$ cat config.mk
export PLATFORM = sky130hd
export DESIGN_NAME = dsp_logic_pipe_flat
export DESIGN_NICKNAME = d
export VERILOG_FILES = /design/src/rtl/dsp_logic_pipe_if.sv /design/src/rtl/dsp_logic_pipe.sv /design/src/flat_wrapper.sv
export SDC_FILE = /design/constraint.sdc
export NUM_CORES = 1
export LEC_CHECK = 0
export ABC_AREA = 1
export CORE_MARGIN = 1.5
export CORE_UTILIZATION = 35
export CTS_BUF_LIST = sky130_fd_sc_hd__clkbuf_16
export CTS_CLUSTER_DIAMETER = 80
export DETAILED_ROUTE_END_ITERATION = 7
export GPL_TIMING_DRIVEN = 0
export PLACE_DENSITY = 0.63
export SETUP_SLACK_MARGIN = 0.02
export SYNTH_ARGS = -nofsm -noshare
export SYNTH_HDL_FRONTEND = slang
export SYNTH_SLANG_ARGS = --single-unit
$ cat constraint.sdc
create_clock -name clock -period 7.3 [get_ports clock]
set_input_delay 0.73 -clock clock [delete_from_list [all_inputs] [get_ports clock]]
set_output_delay 0.73 -clock clock [all_outputs]
set_load 0.01 [all_outputs]
$ cat src/rtl/dsp_logic_pipe_if.sv
// rtl/dsp_logic_pipe_if.sv - ready/valid operand and result bundle for dsp_logic_pipe
interface dsp_logic_pipe_if #(
    parameter int width = 48
);
    logic             in_valid;
    logic             in_ready;
    logic [2:0]       op;
    logic [width-1:0] a;
    logic [width-1:0] b;
    logic             out_valid;
    logic             out_ready;
    logic [width-1:0] y;
    logic             y_zero;

    modport master (
        output in_valid, op, a, b, out_ready,
        input  in_ready, out_valid, y, y_zero
    );

    modport slave (
        input  in_valid, op, a, b, out_ready,
        output in_ready, out_valid, y, y_zero
    );
endinterface

$ cat src/rtl/dsp_logic_pipe.sv
// rtl/dsp_logic_pipe.sv - pipelined eight-function bitwise logic unit with registered zero detect
module dsp_logic_pipe #(
    parameter int width   = 48,
    parameter int latency = 2
) (
    input  logic             clock,
    input  logic             reset,
    dsp_logic_pipe_if.slave  bus
);

    if (width < 1 || width > 48) begin : g_bad_width
        $error("dsp_logic_pipe: width must be in 1..48");
    end
    if (latency < 1 || latency > 4) begin : g_bad_latency
        $error("dsp_logic_pipe: latency must be in 1..4");
    end

    logic                            advance;
    logic [width-1:0]                f_y;
    logic                            f_zero;
    logic [latency-1:0]              stage_valid;
    logic [latency-1:0][width-1:0]   stage_y;
    logic [latency-1:0]              stage_zero;

    // One global enable: the whole pipe moves or the whole pipe holds.
    assign advance      = bus.out_ready | ~stage_valid[latency-1];
    assign bus.in_ready = advance;

    always_comb begin
        f_y = '0;
        case (bus.op)
            3'd0:    f_y = bus.a & bus.b;
            3'd1:    f_y = bus.a | bus.b;
            3'd2:    f_y = bus.a ^ bus.b;
            3'd3:    f_y = ~(bus.a & bus.b);
            3'd4:    f_y = ~(bus.a | bus.b);
            3'd5:    f_y = ~(bus.a ^ bus.b);
            3'd6:    f_y = bus.a & ~bus.b;
            default: f_y = bus.a | ~bus.b;
        endcase
    end

    assign f_zero = ~|f_y;

    always_ff @(posedge clock or posedge reset) begin
        if (reset) begin
            stage_valid[0] <= 1'b0;
            stage_y[0]     <= '0;
            stage_zero[0]  <= 1'b0;
        end else if (advance) begin
            stage_valid[0] <= bus.in_valid;
            if (bus.in_valid) begin
                stage_y[0]    <= f_y;
                stage_zero[0] <= f_zero;
            end
        end
    end

    // Bubbles keep their slot but leave the stale payload untouched.
    for (genvar g = 1; g < latency; g++) begin : g_stage
        always_ff @(posedge clock or posedge reset) begin
            if (reset) begin
                stage_valid[g] <= 1'b0;
                stage_y[g]     <= '0;
                stage_zero[g]  <= 1'b0;
            end else if (advance) begin
                stage_valid[g] <= stage_valid[g-1];
                if (stage_valid[g-1]) begin
                    stage_y[g]    <= stage_y[g-1];
                    stage_zero[g] <= stage_zero[g-1];
                end
            end
        end
    end

    assign bus.out_valid = stage_valid[latency-1];
    assign bus.y         = stage_y[latency-1];
    assign bus.y_zero    = stage_zero[latency-1];

endmodule

$ cat src/flat_wrapper.sv
// flat-port wrapper written by rule: the top's interface ports become plain ports
module dsp_logic_pipe_flat 
#(
    parameter int width   = 48,
    parameter int latency = 2
)
  (clock, reset, bus_in_valid, bus_op, bus_a, bus_b, bus_out_ready, bus_in_ready, bus_out_valid, bus_y, bus_y_zero);
  dsp_logic_pipe_if #(.width(width)) bus_i ();
  input  logic clock;
  input  logic reset;
  input wire logic [$bits(bus_i.in_valid)-1:0] bus_in_valid;
  input wire logic [$bits(bus_i.op)-1:0] bus_op;
  input wire logic [$bits(bus_i.a)-1:0] bus_a;
  input wire logic [$bits(bus_i.b)-1:0] bus_b;
  input wire logic [$bits(bus_i.out_ready)-1:0] bus_out_ready;
  output wire logic [$bits(bus_i.in_ready)-1:0] bus_in_ready;
  output wire logic [$bits(bus_i.out_valid)-1:0] bus_out_valid;
  output wire logic [$bits(bus_i.y)-1:0] bus_y;
  output wire logic [$bits(bus_i.y_zero)-1:0] bus_y_zero;
  assign bus_i.in_valid = bus_in_valid;
  assign bus_i.op = bus_op;
  assign bus_i.a = bus_a;
  assign bus_i.b = bus_b;
  assign bus_i.out_ready = bus_out_ready;
  assign bus_in_ready = bus_i.in_ready;
  assign bus_out_valid = bus_i.out_valid;
  assign bus_y = bus_i.y;
  assign bus_y_zero = bus_i.y_zero;
  dsp_logic_pipe #(.width(width), .latency(latency)) u_core (.clock(clock), .reset(reset), .bus(bus_i));
endmodule
Word-level counts from Yosys, hierarchy flattened --
Index checks and enable logic that the tools add are counted.
Operators by class: $add $sub $neg 0, multipliers 0, div/mod/pow operators 0, magnitude comparators 0, equality and inequality tests 6, shift operators 0, muxes and demuxes 1, bitwise gates (word level) 11, reduce and logical (&&, ||, !) cells 5
Operators by type and width (number):
- 48-bit one-hot mux with 7 select lines | 1
- 48-bit inverter | 4
- 48-bit AND | 2
- 48-bit OR | 2
- 48-bit OR reduction | 1
- 48-bit bitwise XOR | 1
- 3-bit equality test, second input constant | 3
- 3-bit by 2-bit equality test with 1-bit output, second input constant | 2
- 2-bit AND reduction | 2
- 3-bit by 1-bit equality test with 1-bit output, second input constant | 1
- 3-bit zero test | 1
- 1-bit zero test | 1
- 1-bit inverter | 1
- 1-bit OR | 1
Storage, ports and cells: register bits after elaboration 100, latch bits 0, bits in writable memories 0, memory bits (read-only) 0, bits of input ports 103, output and inout port bits 51, word-level logic and storage cells 29, memories 0

Depth between registers and ports, before layout --
depth in word-level cells 5, depth in mapped cells 15, depth with buffers taken out 14

Least setup slack after synthesis --
OpenSTA, ideal clock, no wires.
path type in2reg, start in bus_op[1], end reg u_core.stage_zero[0], setup time 0.117 ns, data arrival time 1.908 ns, data required time 7.183 ns, path slack 5.274 ns, cell stages on the path 14, buffers on the path 2, path through buf_4 nor3_2 buf_2 nand2_1 nand2_1 nor2_1 nand2_1 nand2_1 nand2_1 nor2_1 nand2_1 nor2_1 nand3_1 nand2_1
Between the ends: longest elaborated chain between the ends 4, elaborated cells on any way between the ends 10, classes of those cells 6 x eq/ne; 1 x mux; 3 x reduce/logical
RTL lines:
- start: declaration | line flat_wrapper.sv:12 | input wire logic [$bits(bus_i.op)-1:0] bus_op;
- 3-bit equality test (tied with other cells) | line dsp_logic_pipe.sv:31 | case (bus.op)
- 48-bit one-hot mux with 7 select lines * | line dsp_logic_pipe.sv:31
- 48-bit OR reduction * | line dsp_logic_pipe.sv:43 | assign f_zero = ~|f_y;
- 1-bit zero test * | line dsp_logic_pipe.sv:43
- end signal: assignment | line dsp_logic_pipe.sv:54 | stage_zero[0] <= f_zero;
- end: declaration | line dsp_logic_pipe.sv:23 | logic [latency-1:0] stage_zero;
Mark *: on every way between the ends. The rest lies on a longest branch, timed or not. A chain may end at the register's enable or synchronous reset.

Worst setup path in the final report --
start in bus_op[2], end reg u_core.stage_zero[0]
The elaborated chain is that of the path after synthesis.

==> impl_metrics.toml <==
[logic_synthesis]
synthDominantAreaCellType = "sky130_fd_sc_hd__dfrtp_1"
yosysTopAreaCellShare_pct = 23.1
post_synth_instance_area_um2 = 10800
synth_sequential_area_ratio_pct = 23.1
synth.top_cells.by_area = "sky130_fd_sc_hd__dfrtp_1, sky130_fd_sc_hd__ha_1, sky130_fd_sc_hd__nand2_1"
syn-instance-count = 1551
synth_async_sr_flop_share_pct = 100
synth_edf_count = 0
syn-num-nets = 1846
ys_warn_count = 0
synth.avg_cell_area_um2 = 6.98
synthFlopType = "sky130_fd_sc_hd__dfrtp_1"
postSynthRegisterBits = 100
synth.lib_cells_used.distinct = 20

[timing]
final_max_slew_viol_count = 0
finalSetupTns_ns = 0
clock.fmax_mhz = 337
worst_slew_margin_rel_pct = 38.9
grt_setup_unrepaired = "false"
timing.final.crit_share_pct = 40.6
finalHoldViolations = 0
worst_clock_skew_ns = 0.0126
final_period_minus_worst_setup_slack_ns = 2.97
worst-slew-pin-transition_ns = 0.916
setup_viol = 0
final_worst_hold_slack_ns = 0.480

[clocking]
cts_made_buffers = 9
post_cts.repair.setup_buffers = 0
ctsLongestPathBuffers = 2
clk_root_buffer_cell = "sky130_fd_sc_hd__clkbuf_16"
clkTransAtPathRegs_ns = 0.08
clock_tree.htree_level_count = 3
cts_hold_buf = 0
clock_insertion_delay_worst_skew_ns = 0.35
clock_sinks = 100
tritoncts = "built"
cts_resized = 0

[setup_path]
critPathMaxStageDelay_ns = 0.58
timing.critical_path.fanout_max = 10
crit_path_top_delay_cell = "sky130_fd_sc_hd__clkdlybuf4s50_1"
timing.critical_path.mode_cell = "sky130_fd_sc_hd__nand2_1"
cp_class = "in -> reg"
critical_path_startpoint_category = "input pin"
data_arrival_at_the_endpoint_of_the_critical_path_ns = 3.26
crit_chain = "clkdlybuf4s50_1 -> inv_2 -> buf_2 -> buf_1 -> nand3b_1 -> nand2_1 -> nor2_1 -> nand2_1 -> nor2_1 -> nand2_1 -> nor2_1 -> nand2_1 -> nor2_1 -> nand3_1 -> nand2_1"
endpoint_kind = "flip-flop"
timing.critical_path.required_ns = 7.59

[global_route]
pin_count_of_the_biggest_net_entering_global_routing = 74
antenna_violations_before_repair = 0
vias_in_the_first_global_route = 10100
grt_util_all_layers_pct = 23.1
grt_first_pass_wirelength_mm = 56.0
gr-total-overflow = 0

[route]
detailroute.via_count = 10600
detailedRoute.firstIterationViolations = 963
drt.antenna.violating_nets = 0
post-route-drc-count = 0
detail_route.wirelength_mm = 36.4
drt-pass1-iter-count = 5
route.detailed.vias_per_inst = 5.03
wl_per_cell_um = 17.2

[power_and_ir_drop]
power.switching_w = 0.000784
pwr_density_cell_nw_per_um2 = 174
switching_portion_of_total_power_pct = 34.3
combinationalPowerShare_pct = 45.3
vdd_ir_drop_max_uv = 102
power.internal_w = 0.00150
pwr-share-seq_pct = 35.1
p_leak_nw = 7.10
report.power.total_w = 0.00229
power.share.clock_pct = 19.7

[die]
die-width_um = 179
rows = 64
floorplan.die.height_um = 179
io_pins = 154
coreArea_um2 = 30500
die_area_um2 = 32000
floorplan.initialDensity_pct = 35.5

[placed_design]
dpl-instance-area_um2 = 12900
placement.io_buffers = 153
gp_routability_congestion = 0.955
detailedPlacementHpwl_mm = 28.4

[final_layout]
post_route_cells_drive_above_1_share_pct = 9.30
num-nets-final = 2011
areaGrowthSynthToFinish_pct = 21.6
antennaDiodeCount = 0
utilization_pct = 43.1
final_design_area_no_fill_um2 = 13200
n_fill_cell = 3185

[worst_hold_path]
holdCritPathClass = "reg -> reg"

[status]
outcome = "finished, final reports clean"

[flow_run]
max-cap-violations = 0
through the flow:
step                cells  setup WS (ns)
global placement     2100           2.49
CTS                  2117           4.38
floorplan            1551           3.95
detailed placement   2101           4.03
finish               2117           4.33
global route         2117           4.21
metal layers:
| layer | wire length (µm) | up-vias | global-route usage [%] |
|---|---|---|---|
| met3 | 2880 | 80 | 2.23 |
| met5 | 0 | - | 0 |
| met2 | 16400 | 481 | 37.6 |
| met1 | 15800 | 4928 | 31.3 |
| met4 | 1280 | 0 | 8.99 |
| li1 | - | 5153 | - |
placed cells by master (no fill, tap or decap):
cell type	n
sky130_fd_sc_hd__nand2_1	410
sky130_fd_sc_hd__inv_1	211
sky130_fd_sc_hd__ha_1	192
sky130_fd_sc_hd__clkdlybuf4s50_1	153
sky130_fd_sc_hd__nor2_1	135
sky130_fd_sc_hd__o21ai_0	102
sky130_fd_sc_hd__dfrtp_1	100
sky130_fd_sc_hd__nand3_1	95
sky130_fd_sc_hd__nand4_1	69
sky130_fd_sc_hd__buf_4	49
sky130_fd_sc_hd__mux2_2	49
sky130_fd_sc_hd__nand3b_1	39
sky130_fd_sc_hd__buf_2	37
sky130_fd_sc_hd__clkbuf_1	36
sky130_fd_sc_hd__buf_1	11
sky130_fd_sc_hd__clkbuf_16	9
sky130_fd_sc_hd__o21ai_1	7
sky130_fd_sc_hd__inv_2	4
sky130_fd_sc_hd__inv_6	3
sky130_fd_sc_hd__nand2_2	2
sky130_fd_sc_hd__clkinv_4	2
sky130_fd_sc_hd__nor2_2	1
sky130_fd_sc_hd__nor3_2	1
sky130_fd_sc_hd__inv_4	1
sky130_fd_sc_hd__o22ai_1	1
sky130_fd_sc_hd__inv_8	1
sky130_fd_sc_hd__buf_16	1
state kept, by name (all words and copies together), names as in the netlist:
register	count
u_core.bus.out_valid	1
u_core.bus.y	48
u_core.bus.y_zero	1
u_core.stage_valid	1
u_core.stage_y	48
u_core.stage_zero	1
power groups by stage:
stage	sequential, W	combinational (W)	clock, W
5_1_grt	0.000826	0.00114	0.000486
2_1_floorplan	0.000777	0.000602	0
4_1_cts	0.000805	0.00104	0.000460
3_5_place_dp	0.000816	0.00104	0
3_3_place_gp	0.000810	0.00102	0
6_report	0.000802	0.00104	0.000450
cells by family after synthesis:
| kind of cell | Yosys count | synth area share, % |
|---|---|---|
| simple gates | 752 | 30.3 |
| buf+inv | 348 | 14.2 |
| fa+ha+maj | 192 | 22.2 |
| compound gates | 110 | 5.10 |
| flops | 100 | 23.1 |
| mux | 49 | 5.10 |
worst paths after layout:
check / start / endpoint / slack [ns] / cells after the start
min reg2reg: u_core.stage_y[30] / u_core.stage_y[30] / 0.48 / 2
max in group asynchronous: reset / u_core.bus.y[20] / 5.90 / 3
max reg2reg: u_core.bus.out_valid / u_core.stage_valid[0] / 5.37 / 7
min in group asynchronous: reset / u_core.bus.y[44] / 0.73 / 2
max: bus_op[2] / u_core.stage_zero[0] / 4.33 / 15
min: u_core.stage_y[30] / u_core.stage_y[30] / 0.48 / 2
area by class of cell:
cell class | count | area (µm²) | area share, %
Tap cell | 396 | 495 | 3.76
Buffer | 133 | 729 | 5.54
Multi-Input combinational cell | 1103 | 6780 | 51.5
Timing Repair Buffer | 154 | 1560 | 11.8
Clock inverter | 7 | 58.8 | 0.447
Sequential cell | 100 | 2500 | 19.0
Clock buffer | 9 | 225 | 1.71
Inverter | 215 | 810 | 6.15
critical path, delay by kind of cell:
family | cells | cell delay (ns)
buffers and inverters | 4 | 1.21
and+or+nand+nor | 11 | 1.32
cell usage after synthesis (7+ instances only):
master,n
sky130_fd_sc_hd__ha_1,192
sky130_fd_sc_hd__buf_2,37
sky130_fd_sc_hd__nand4_1,69
sky130_fd_sc_hd__clkbuf_1,36
sky130_fd_sc_hd__buf_4,49
sky130_fd_sc_hd__nand3b_1,39
sky130_fd_sc_hd__nand3_1,95
sky130_fd_sc_hd__dfrtp_1,100
sky130_fd_sc_hd__o21ai_0,102
sky130_fd_sc_hd__nor2_1,135
sky130_fd_sc_hd__o21ai_1,7
sky130_fd_sc_hd__mux2_2,49
sky130_fd_sc_hd__nand2_1,410
sky130_fd_sc_hd__buf_1,11
sky130_fd_sc_hd__inv_1,211
Note: power is estimated with default switching activity, not from simulation.
